[src/rtl/pkt_fetch_ctrl_pkg.sv]
// Shared definitions for the packet fetch controller: bus widths, reset
// polarity, FSM state encodings and the in-flight read tag.
package pkt_fetch_ctrl_pkg;

    localparam int unsigned ADDR_WIDTH        = 32;
    localparam int unsigned DATA_WIDTH        = 32;
    localparam logic        RST_ENABLED       = 1'b1;
    localparam logic [DATA_WIDTH-1:0] ZERO_WORD = '0;
    localparam int unsigned PKT_WORDS_DEFAULT = 64;

    typedef enum logic [1:0] {
        FETCH_IDLE  = 2'd0,
        FETCH_ISSUE = 2'd1,
        FETCH_DRAIN = 2'd2
    } fetch_state_e;

    // Travels alongside each outstanding RAM read until its data lands in the FIFO.
    typedef struct packed {
        logic vld;
        logic sop;
        logic eop;
    } fetch_tag_t;

endpackage

[src/rtl/pkt_fetch_fifo.sv]
// Small synchronous FIFO with occupancy count; accepts a push and a pop in the
// same cycle, including when full. The head reads as zero while empty.
module pkt_fetch_fifo
    import pkt_fetch_ctrl_pkg::*;
#(
    parameter int unsigned DEPTH = 4,
    parameter int unsigned WIDTH = DATA_WIDTH + 2
) (
    input  logic                         clk,
    input  logic                         rst,
    input  logic                         push_i,
    input  logic [WIDTH-1:0]             push_data_i,
    input  logic                         pop_i,
    output logic [WIDTH-1:0]             head_data_o,
    output logic                         empty_o,
    output logic [$clog2(DEPTH+1)-1:0]   count_o
);

    localparam int unsigned PTR_W = (DEPTH > 1) ? $clog2(DEPTH) : 1;
    localparam int unsigned CNT_W = $clog2(DEPTH + 1);
    localparam logic [PTR_W-1:0] PTR_LAST = PTR_W'(DEPTH - 1);
    localparam logic [CNT_W-1:0] CNT_FULL = CNT_W'(DEPTH);

    logic [WIDTH-1:0] mem_q [DEPTH];
    logic [WIDTH-1:0] mem_d [DEPTH];
    logic [PTR_W-1:0] wr_ptr_q, wr_ptr_d;
    logic [PTR_W-1:0] rd_ptr_q, rd_ptr_d;
    logic [CNT_W-1:0] count_q, count_d;
    logic             do_push, do_pop;

    // Next-state for storage, pointers and count; a full FIFO still takes a
    // push when the head leaves in the same cycle.
    always_comb begin
        do_pop   = pop_i && (count_q != '0);
        do_push  = push_i && ((count_q != CNT_FULL) || do_pop);
        mem_d    = mem_q;
        wr_ptr_d = wr_ptr_q;
        rd_ptr_d = rd_ptr_q;
        if (do_push) begin
            mem_d[wr_ptr_q] = push_data_i;
            wr_ptr_d = (wr_ptr_q == PTR_LAST) ? '0 : wr_ptr_q + PTR_W'(1);
        end
        if (do_pop) begin
            rd_ptr_d = (rd_ptr_q == PTR_LAST) ? '0 : rd_ptr_q + PTR_W'(1);
        end
        unique case ({do_push, do_pop})
            2'b10:   count_d = count_q + CNT_W'(1);
            2'b01:   count_d = count_q - CNT_W'(1);
            default: count_d = count_q;
        endcase
    end

    // State registers with synchronous reset.
    always_ff @(posedge clk) begin
        if (rst == RST_ENABLED) begin
            mem_q    <= '{default: '0};
            wr_ptr_q <= '0;
            rd_ptr_q <= '0;
            count_q  <= '0;
        end else begin
            mem_q    <= mem_d;
            wr_ptr_q <= wr_ptr_d;
            rd_ptr_q <= rd_ptr_d;
            count_q  <= count_d;
        end
    end

    assign empty_o     = (count_q == '0);
    assign count_o     = count_q;
    assign head_data_o = empty_o ? '0 : mem_q[rd_ptr_q];

endmodule

[src/rtl/pkt_fetch_ctrl.sv]
// Packet RAM read sequencer: takes a (start address, length) descriptor, walks
// the word index with wrap, and streams the returned words with SOP/EOP marks.
// The RAM's one-cycle read latency is covered by a 2-stage tag pipe feeding an
// output FIFO, so a packet streams at one word per cycle when not stalled.
module pkt_fetch_ctrl
    import pkt_fetch_ctrl_pkg::*;
#(
    parameter int unsigned PKT_WORDS  = PKT_WORDS_DEFAULT,
    parameter int unsigned LEN_WIDTH  = 7,
    parameter int unsigned FIFO_DEPTH = 4,
    parameter int unsigned CNT_WIDTH  = 16
) (
    input  logic                  clk,
    input  logic                  rst,
    input  logic                  start_valid,
    output logic                  start_ready,
    input  logic [ADDR_WIDTH-1:0] start_addr,
    input  logic [LEN_WIDTH-1:0]  start_len,
    output logic [ADDR_WIDTH-1:0] ram_addr_o,
    input  logic [DATA_WIDTH-1:0] ram_data_i,
    output logic                  out_valid,
    input  logic                  out_ready,
    output logic [DATA_WIDTH-1:0] out_data,
    output logic                  out_sop,
    output logic                  out_eop,
    output logic                  busy,
    output logic [CNT_WIDTH-1:0]  pkt_cnt
);

    localparam int unsigned IDX_W   = (PKT_WORDS > 1) ? $clog2(PKT_WORDS) : 1;
    localparam int unsigned FCNT_W  = $clog2(FIFO_DEPTH + 1);
    localparam int unsigned WORD_W  = ADDR_WIDTH - 2;
    localparam int unsigned ENTRY_W = DATA_WIDTH + 2;

    localparam logic [IDX_W-1:0]     IDX_LAST  = IDX_W'(PKT_WORDS - 1);
    localparam logic [WORD_W-1:0]    WORD_MOD  = WORD_W'(PKT_WORDS);
    localparam logic [LEN_WIDTH-1:0] MAX_LEN   = LEN_WIDTH'(PKT_WORDS);
    localparam logic [LEN_WIDTH-1:0] LEN_ONE   = LEN_WIDTH'(1);
    localparam logic [FCNT_W:0]      OCC_LIMIT = (FCNT_W + 1)'(FIFO_DEPTH);

    fetch_state_e          state_q, state_d;
    logic [IDX_W-1:0]      idx_q, idx_d;
    logic [LEN_WIDTH-1:0]  remaining_q, remaining_d;
    logic [ADDR_WIDTH-1:0] ram_addr_q, ram_addr_d;
    fetch_tag_t            tag0_q, tag0_d;
    fetch_tag_t            tag1_q, tag1_d;
    logic                  busy_q, busy_d;
    logic [CNT_WIDTH-1:0]  pkt_cnt_q, pkt_cnt_d;

    logic [WORD_W-1:0]     start_word, start_mod;
    logic [IDX_W-1:0]      start_idx;
    logic [LEN_WIDTH-1:0]  len_clamped;
    logic [1:0]            inflight;
    logic [FCNT_W:0]       occupancy;
    logic                  can_issue, drain_done;
    logic                  issue, issue_sop, issue_eop;
    logic [IDX_W-1:0]      issue_idx;

    logic                  fifo_push, fifo_pop, fifo_empty;
    logic [FCNT_W-1:0]     fifo_count;
    logic [ENTRY_W-1:0]    fifo_push_data, fifo_head;

    // Byte-offset bits of the start address carry no information.
    logic unused_addr_bits;
    assign unused_addr_bits = ^start_addr[1:0];

    assign start_ready = (state_q == FETCH_IDLE) && (rst != RST_ENABLED);
    assign start_word  = start_addr[ADDR_WIDTH-1:2];
    assign start_mod   = start_word % WORD_MOD;
    assign start_idx   = start_mod[IDX_W-1:0];
    assign len_clamped = (start_len > MAX_LEN) ? MAX_LEN : start_len;

    assign inflight  = {1'b0, tag0_q.vld} + {1'b0, tag1_q.vld};
    assign occupancy = {1'b0, fifo_count} + (FCNT_W + 1)'(inflight);
    // Registered occupancy only; a same-cycle pop does not open a slot early.
    assign can_issue = (occupancy < OCC_LIMIT);

    assign fifo_pop   = out_valid && out_ready;
    assign fifo_push  = tag1_q.vld;
    assign fifo_push_data = {tag1_q.sop, tag1_q.eop, ram_data_i};
    // Leave DRAIN on the edge that pops the last word so IDLE follows at once.
    assign drain_done = (inflight == 2'd0) &&
                        ((fifo_count == '0) || ((fifo_count == FCNT_W'(1)) && fifo_pop));

    // Sequencer next-state: the accept cycle issues the first read directly.
    always_comb begin
        state_d     = state_q;
        idx_d       = idx_q;
        remaining_d = remaining_q;
        ram_addr_d  = ram_addr_q;
        pkt_cnt_d   = pkt_cnt_q;
        tag1_d      = tag0_q;
        tag0_d      = '0;
        issue       = 1'b0;
        issue_idx   = idx_q;
        issue_sop   = 1'b0;
        issue_eop   = 1'b0;
        unique case (state_q)
            FETCH_IDLE: begin
                if (start_valid && start_ready && (len_clamped != '0)) begin
                    issue       = 1'b1;
                    issue_idx   = start_idx;
                    issue_sop   = 1'b1;
                    issue_eop   = (len_clamped == LEN_ONE);
                    remaining_d = len_clamped - LEN_ONE;
                    state_d     = issue_eop ? FETCH_DRAIN : FETCH_ISSUE;
                end
            end
            FETCH_ISSUE: begin
                if (can_issue) begin
                    issue       = 1'b1;
                    issue_eop   = (remaining_q == LEN_ONE);
                    remaining_d = remaining_q - LEN_ONE;
                    if (issue_eop) begin
                        state_d = FETCH_DRAIN;
                    end
                end
            end
            FETCH_DRAIN: begin
                if (drain_done) begin
                    state_d   = FETCH_IDLE;
                    pkt_cnt_d = pkt_cnt_q + CNT_WIDTH'(1);
                end
            end
            default: state_d = FETCH_IDLE;
        endcase
        if (issue) begin
            ram_addr_d             = '0;
            ram_addr_d[IDX_W+1:2]  = issue_idx;
            idx_d                  = (issue_idx == IDX_LAST) ? '0 : issue_idx + IDX_W'(1);
            tag0_d                 = '{vld: 1'b1, sop: issue_sop, eop: issue_eop};
        end
        busy_d = (state_d != FETCH_IDLE);
    end

    // FSM, tag pipe and registered outputs.
    always_ff @(posedge clk) begin
        if (rst == RST_ENABLED) begin
            state_q     <= FETCH_IDLE;
            idx_q       <= '0;
            remaining_q <= '0;
            ram_addr_q  <= '0;
            tag0_q      <= '0;
            tag1_q      <= '0;
            busy_q      <= 1'b0;
            pkt_cnt_q   <= '0;
        end else begin
            state_q     <= state_d;
            idx_q       <= idx_d;
            remaining_q <= remaining_d;
            ram_addr_q  <= ram_addr_d;
            tag0_q      <= tag0_d;
            tag1_q      <= tag1_d;
            busy_q      <= busy_d;
            pkt_cnt_q   <= pkt_cnt_d;
        end
    end

    pkt_fetch_fifo #(
        .DEPTH (FIFO_DEPTH),
        .WIDTH (ENTRY_W)
    ) u_fifo (
        .clk         (clk),
        .rst         (rst),
        .push_i      (fifo_push),
        .push_data_i (fifo_push_data),
        .pop_i       (fifo_pop),
        .head_data_o (fifo_head),
        .empty_o     (fifo_empty),
        .count_o     (fifo_count)
    );

    assign ram_addr_o = ram_addr_q;
    assign busy       = busy_q;
    assign pkt_cnt    = pkt_cnt_q;
    assign out_valid  = !fifo_empty;
    assign out_sop    = fifo_head[ENTRY_W-1];
    assign out_eop    = fifo_head[ENTRY_W-2];
    assign out_data   = fifo_head[DATA_WIDTH-1:0];

endmodule
[config.mk]
export PLATFORM = sky130hd
export DESIGN_NAME = pkt_fetch_ctrl
export DESIGN_NICKNAME = d
export VERILOG_FILES = /design/src/rtl/pkt_fetch_ctrl_pkg.sv /design/src/rtl/pkt_fetch_fifo.sv /design/src/rtl/pkt_fetch_ctrl.sv
export SDC_FILE = /design/constraint.sdc
export NUM_CORES = 1
export LEC_CHECK = 0
export BUFFER_PORTS_ARGS = -buffer_cell sky130_fd_sc_hd__buf_4
export CAP_MARGIN = 20
export CELL_PAD_IN_SITES_DETAIL_PLACEMENT = 0
export CELL_PAD_IN_SITES_GLOBAL_PLACEMENT = 2
export CORE_ASPECT_RATIO = 0.5
export CORE_MARGIN = 1.5
export CORE_UTILIZATION = 30
export DETAILED_ROUTE_END_ITERATION = 10
export HOLD_SLACK_MARGIN = 0.08
export PLACE_DENSITY = 0.74
export SKIP_LAST_GASP = 1
export SLEW_MARGIN = 40
export SYNTH_ARGS = -nofsm -noshare
export SYNTH_HDL_FRONTEND = slang
export SYNTH_SLANG_ARGS = --single-unit
[constraint.sdc]
create_clock -name clk -period 2.48 [get_ports clk]
set_input_delay 0.372 -clock clk [delete_from_list [all_inputs] [get_ports clk]]
set_output_delay 0.372 -clock clk [all_outputs]
set_load 0.1 [all_outputs]
==> results_dict.tcl, run 1 <==
set metrics [dict create \
    antenna_left 0 \
    avgSynthCellArea_sq_um 8.41 \
    final_common_cell "nand2_1" \
    start_util_pct 30.9 \
    ir_worst_vdd_mv 0.557 \
    crit_type "register to output port" \
    finalCriticalPeriod_ps 2400 \
    ys_types 52 \
    vias 7208 \
    grt_use_met1_pct 21.3 \
    post-route-drc-count 0 \
    cts_tree "built" \
    grt_max_degree 91 \
    clockBufferDepth 2 \
    p_per_area_nw_per_um2 753 \
    dp.cells 1485 \
    finalSetupViolCount 0 \
    drt_pre_antenna_iters 7 \
    std_cell_rows 43 \
    synth-seq-cells 187 \
    hold_violations 0 \
    cts_made_buffers 17 \
    slew_headroom_pct 52.4 \
    vias_per_cell 4.75 \
    seq_area_sq_um 3750 \
    yosysSeqAreaShare_pct 43.3 \
    cp.arrival_ps 2030 \
    final_nets 1217 \
    startpoint_type "register" \
    max_slew.worst_pin.slew_ps 708 \
    yosys_warnings 0 \
    core_sq_um 28000 \
    cts_hold_buf 0 \
    power_leakage_nw 3.90 \
    grt-ovfl-total 0 \
    multi_input_area_sq_um 4500 \
    grt_setup_unrepaired "true" \
    drive_gt1_share_pct 21.4 \
    io_buffers 107 \
    cts_setup_buffers 0 \
    outcome "finished clean" \
    clk_latency_ps 450 \
    final_cells 1517 \
    synthFlopType "dfxtp_1" \
    slew_violations 0 \
    antenna_found_initial 0 \
    nFillCells 2880 \
    wl_per_cell_um 16.0 \
    ios 160 \
    layout_common_cells "301 x nand2_1, 184 x dfxtp_1, 153 x a21oi_1" \
    finClkSkew_ps 12.5 \
    wirelength_um 24300 \
    hold_class "input pin to register" \
    netlist_instances 1027 \
    grt_util_all_layers_pct 16.2 \
    grt_pass1_wl_um 37600 \
    syn_area_sq_um 8640 \
    use_met3_pct 2.63 \
    n_antenna_cell 0 \
    max_freq_mhz 417 \
    gp_congestion 0.778 \
    cts_root_buffer "clkbuf_16" \
    h-tree-depth 4 \
    clkTransAtPathRegs_ps 80 \
    grt_pass1_vias 7005 \
    worst-path-max-fanout 13 \
    maxCapViolations 0 \
    die_h_um 123 \
    layout_setup_ws_ps 79.6 \
    drtIter0Drc 556 \
    cts_sinks 187 \
    worst_setup_path_end_kind "output port" \
    synth_async_sr_flop_share_pct 0 \
    required_ps 2110 \
    synth_edf_count 0 \
    die_w_um 243 \
    use_met2_pct 27.1 \
    die_area_sq_um 29900 \
    fin_hold_ws_ps 195 \
    area_growth_pct 23.3 \
    finalCritPeriodShare_pct 96.8 \
    place_ws_ps -134 \
    grt.busiest_layer "met2" \
    hpwl_um 14600 \
]
power by group:
part	internal, mW	leakage, nW	total [mW]	switching, mW
combinational	0.642	2.09	1.99	1.35
sequential	3.10	1.51	3.17	0.0737
clock	1.60	0.291	2.85	1.25
total	5.34	3.90	8.01	2.68
kinds of logic (layout without fill, tap and decap cells):
kind of cell    count (synthesis)  count (layout)  synth area share [%]
compound gates                192             192                  12.4
xor+xnor                       28              28                  2.84
fa+ha+maj                      19              19                  2.75
buf+inv                       110             193                  6.48
flops                         187             187                  43.3
mux                            40              40                  9.58
other cells                     1              26                0.0434
simple gates                  450             450                  22.5
cell usage after synthesis, types with 6 or more instances:
master	number	area [sq um]
a211oi_1	7	52.6
a21oi_1	153	766
and2_1	41	257
buf_2	7	35.0
buf_4	26	195
clkbuf_1	55	206
dfxtp_1	187	3740
ha_1	19	238
inv_1	14	52.6
mux4_2	34	766
nand2_1	301	1130
nand2b_1	6	37.5
nand3_1	15	75.1
nand4_1	9	56.3
nor2_1	42	158
nor2b_1	6	37.5
nor3_1	12	60.1
o21ai_0	8	40.0
xnor2_1	7	61.3
xor2_1	21	184
per-layer routing:
metal  part of all wire (%)  vias to the layer above
met5                      0                        -
li1                       -                     3592
met4                    1.5                        0
met2                     48                      122
met1                     47                     3473
met3                    3.3                       21
sequential cells by signal, indices dropped and copies added, names as in the netlist:
register,count
u_fifo.mem_q,136
pkt_cnt,16
remaining_q,7
idx_q,6
ram_addr_o,6
tag0_q,3
u_fifo.count_o,3
fifo_push_data,2
state_q,2
u_fifo.rd_ptr_q,2
u_fifo.wr_ptr_q,2
busy,1
fifo_push,1
stage by stage:
| step | power (mW) | area [sq um] | setup TNS (ps) | util [%] |
|---|---|---|---|---|
| 3_3_place_gp | 5.10 | 9940 | -186 | 35.5 |
| 6_report | 8.01 | 10600 | 0 | 38.1 |
| 2_1_floorplan | 4.58 | 8770 | 0 | - |
| 3_5_place_dp | 5.13 | 9960 | -388 | 35.6 |
| 4_1_cts | 8.01 | 10600 | 0 | 37.7 |
| 5_1_grt | 8.39 | 10600 | -44.3 | 38.1 |
critical path, cell delays in order (launching register included):
cell	delay, ps
dfxtp_2	360
buf_6	240
mux4_2	540
and2_2	210
buf_4	230
repair_timing:
| action | CTS | global route |
|---|---|---|
| resized for setup | 2 | 16 |
| gates cloned | 0 | 1 |
| setup endpoints to repair | 9 | 32 |
final cells by class:
| class | instances | area share (%) |
|---|---|---|
| multi-input combinational | 755 | 42.2 |
| clock buffer | 19 | 4.07 |
| timing repair buffer | 147 | 11.9 |
| inverter | 15 | 0.552 |
| sequential | 187 | 35.2 |
| tap | 382 | 4.49 |
| clock inverter | 12 | 1.53 |
final timing paths:
path,start,end,slack [ps],cells after the start
worst min register to register,u_fifo.mem_q[32],u_fifo.mem_q[32],450,2
worst max register to register,state_q[0],idx_q[0],110,9
worst min-delay path,ram_data_i[22],u_fifo.mem_q[124],190,3
worst max-delay path,u_fifo.rd_ptr_q[0],out_data[26],80,4
Note: power is estimated with default switching activity, not from simulation.
==> run 2, diff against run 1 <==
--- a/config.mk
+++ b/config.mk
@@ -15,6 +15,7 @@
 export DETAILED_ROUTE_END_ITERATION = 10
 export HOLD_SLACK_MARGIN = 0.08
 export PLACE_DENSITY = 0.74
+export REMOVE_ABC_BUFFERS = 1
 export SKIP_LAST_GASP = 1
 export SLEW_MARGIN = 40
 export SYNTH_ARGS = -nofsm -noshare
==> run 2 against run 1 <==
  * Non-clock buffer count fell by 4
  * Clock power fell by 5%
  * Clock skew fell by 0.98 ps
  * Worst hold slack got worse by 3.1 ps
  * Flip-flop and latch count did not move
  * Sequential share of layout area rose by 0.33 points
  * Total power fell by 1.9%
  * Via count fell by 0.79%
  * First-iteration DRC count fell by 23%
  * Design area fell by 0.96%
  * Register-to-register slack barely moved
  * Critical endpoint is now out_eop
  * Largest cell class unchanged
  * Highest routed layer unchanged
==> results_dict.tcl, run 2 (same netlist as run 1, synthesis figures left out) <==
set metrics [dict create \
    outcome "finished clean" \
    multi_input_area_sq_um 4440 \
    ir_worst_vdd_mv 0.545 \
    clockBufferDepth 2 \
    finalSetupViolCount 0 \
    grt_pass1_wl_um 37600 \
    io_buffers 107 \
    cts_hold_buf 0 \
    p_sw_share_pct 33.9 \
    grt_pass1_vias 6963 \
    die_w_um 243 \
    fin_hold_ws_ps 192 \
    area_growth_pct 22.1 \
    power_frac_seq_pct 40.3 \
    max_freq_mhz 414 \
    p_per_area_nw_per_um2 745 \
    wirelength_um 24200 \
    dp.cells 1481 \
    grt_setup_unrepaired "true" \
    vias_per_cell 4.72 \
    die_area_sq_um 29900 \
    finalCritPeriodShare_pct 97.5 \
    startpoint_type "register" \
    die_h_um 123 \
    nFillCells 2892 \
    cp.arrival_ps 2050 \
    seq_area_sq_um 3750 \
    cts_made_buffers 17 \
    grt_max_degree 103 \
    finClkSkew_ps 11.5 \
    slew_violations 0 \
    p_sw_mw 2.66 \
    final_util_pct 37.7 \
    hold_class "input pin to register" \
    start_util_pct 30.9 \
    slew_headroom_pct 46.0 \
    max_slew.worst_pin.slew_ps 811 \
    grt_util_all_layers_pct 16.2 \
    p_int_mw 5.20 \
    cts_sinks 187 \
    postPlaceCellArea_sq_um 9870 \
    ios 160 \
    tns_ps 0 \
    largest_reg_flops 136 \
    cts_tree "built" \
    final_common_cell "nand2_1" \
    n_antenna_cell 0 \
    worst_setup_path_end_kind "output port" \
    post-route-drc-count 0 \
    final_nets 1213 \
    drt_pre_antenna_iters 5 \
    layout_common_cells "301 x nand2_1, 185 x dfxtp_1, 153 x a21oi_1" \
    wl_per_cell_um 16.0 \
    finalCriticalPeriod_ps 2420 \
    gp_congestion 0.758 \
    cts_root_buffer "clkbuf_16" \
    std_cell_rows 43 \
    power.share.clock_pct 34.5 \
    clkTransAtPathRegs_ps 70 \
    antenna_left 0 \
    drive_gt1_share_pct 19.7 \
    regMostFlops "u_fifo.mem_q" \
    power_leakage_nw 3.84 \
    worst-path-max-fanout 17 \
    vias 7151 \
    startpoint "u_fifo.count_o[0]" \
    cts_setup_buffers 0 \
    antenna_found_initial 0 \
    clk_latency_ps 440 \
    core_sq_um 28000 \
    drtIter0Drc 428 \
    maxCapViolations 0 \
    hpwl_um 14400 \
    crit_type "register to output port" \
    final_cells 1514 \
    timing.rr.start "state_q[0]" \
    comb_power_share_pct 25.1 \
    required_ps 2110 \
    stdcell_area_sq_um 10500 \
    hold_violations 0 \
    h-tree-depth 4 \
    hp-start "ram_data_i[0]" \
    grt-ovfl-total 0 \
]
[run 2: power by group through the flow]
stage / Clock, mW / Combinational (mW) / Sequential [mW]
2_1_floorplan: 0 / 1.01 / 3.43
3_3_place_gp: 0 / 1.85 / 3.24
3_5_place_dp: 0 / 1.86 / 3.24
4_1_cts: 2.80 / 1.87 / 3.17
5_1_grt: 2.93 / 2.11 / 3.18
6_report: 2.71 / 1.98 / 3.17
[run 2: worst paths after layout]
path | slack (ps) | cells after the start | endpoint
max reg2reg | 100 | 9 | idx_q[0]
min reg2reg | 440 | 1 | fifo_push_data[33]
min | 190 | 3 | u_fifo.mem_q[0]
max | 60 | 6 | out_eop
[run 2: critical path, cell delays in order (launching register included)]
cell	delay (ps)
dfxtp_1	420
inv_1	90
ha_1	240
nand2b_2	180
clkbuf_16	240
and2_1	210
buf_8	220
[run 2: metrics by stage]
step / power [mW] / worst slack [ps]
after detailed placement: 5.10 / -209
after global routing: 8.22 / -15.0
after CTS: 7.84 / 2.10
after global placement: 5.09 / -205
final: 7.86 / 61.8
after floorplan: 4.44 / -666
[run 2: area by class of cell]
type,instances,share of cell area (%)
Clock buffer,20,4.43
Clock inverter,12,1.03
Inverter,15,0.558
Multi-Input combinational cell,755,42.2
Sequential cell,187,35.5
Tap cell,382,4.53
Timing Repair Buffer,143,11.8
[run 2: what timing repair did]
action / CTS / global route
gates resized for setup: 5 / 15
endpoints found under the setup margin: 5 / 32
gates cloned: 0 / 1
pin swaps: 0 / 0
[run 2: per-layer routing]
layer / global-route usage (%) / vias to the layer above / routed length (um) / share of wire, %
met2: 27.4 / 114 / 11700 / 49
met1: 21.2 / 3428 / 11500 / 47
met3: 2.58 / 13 / 717 / 3.0
li1: - / 3596 / - / -
met5: 0 / - / 0 / 0
met4: 5.90 / 0 / 251 / 1.0
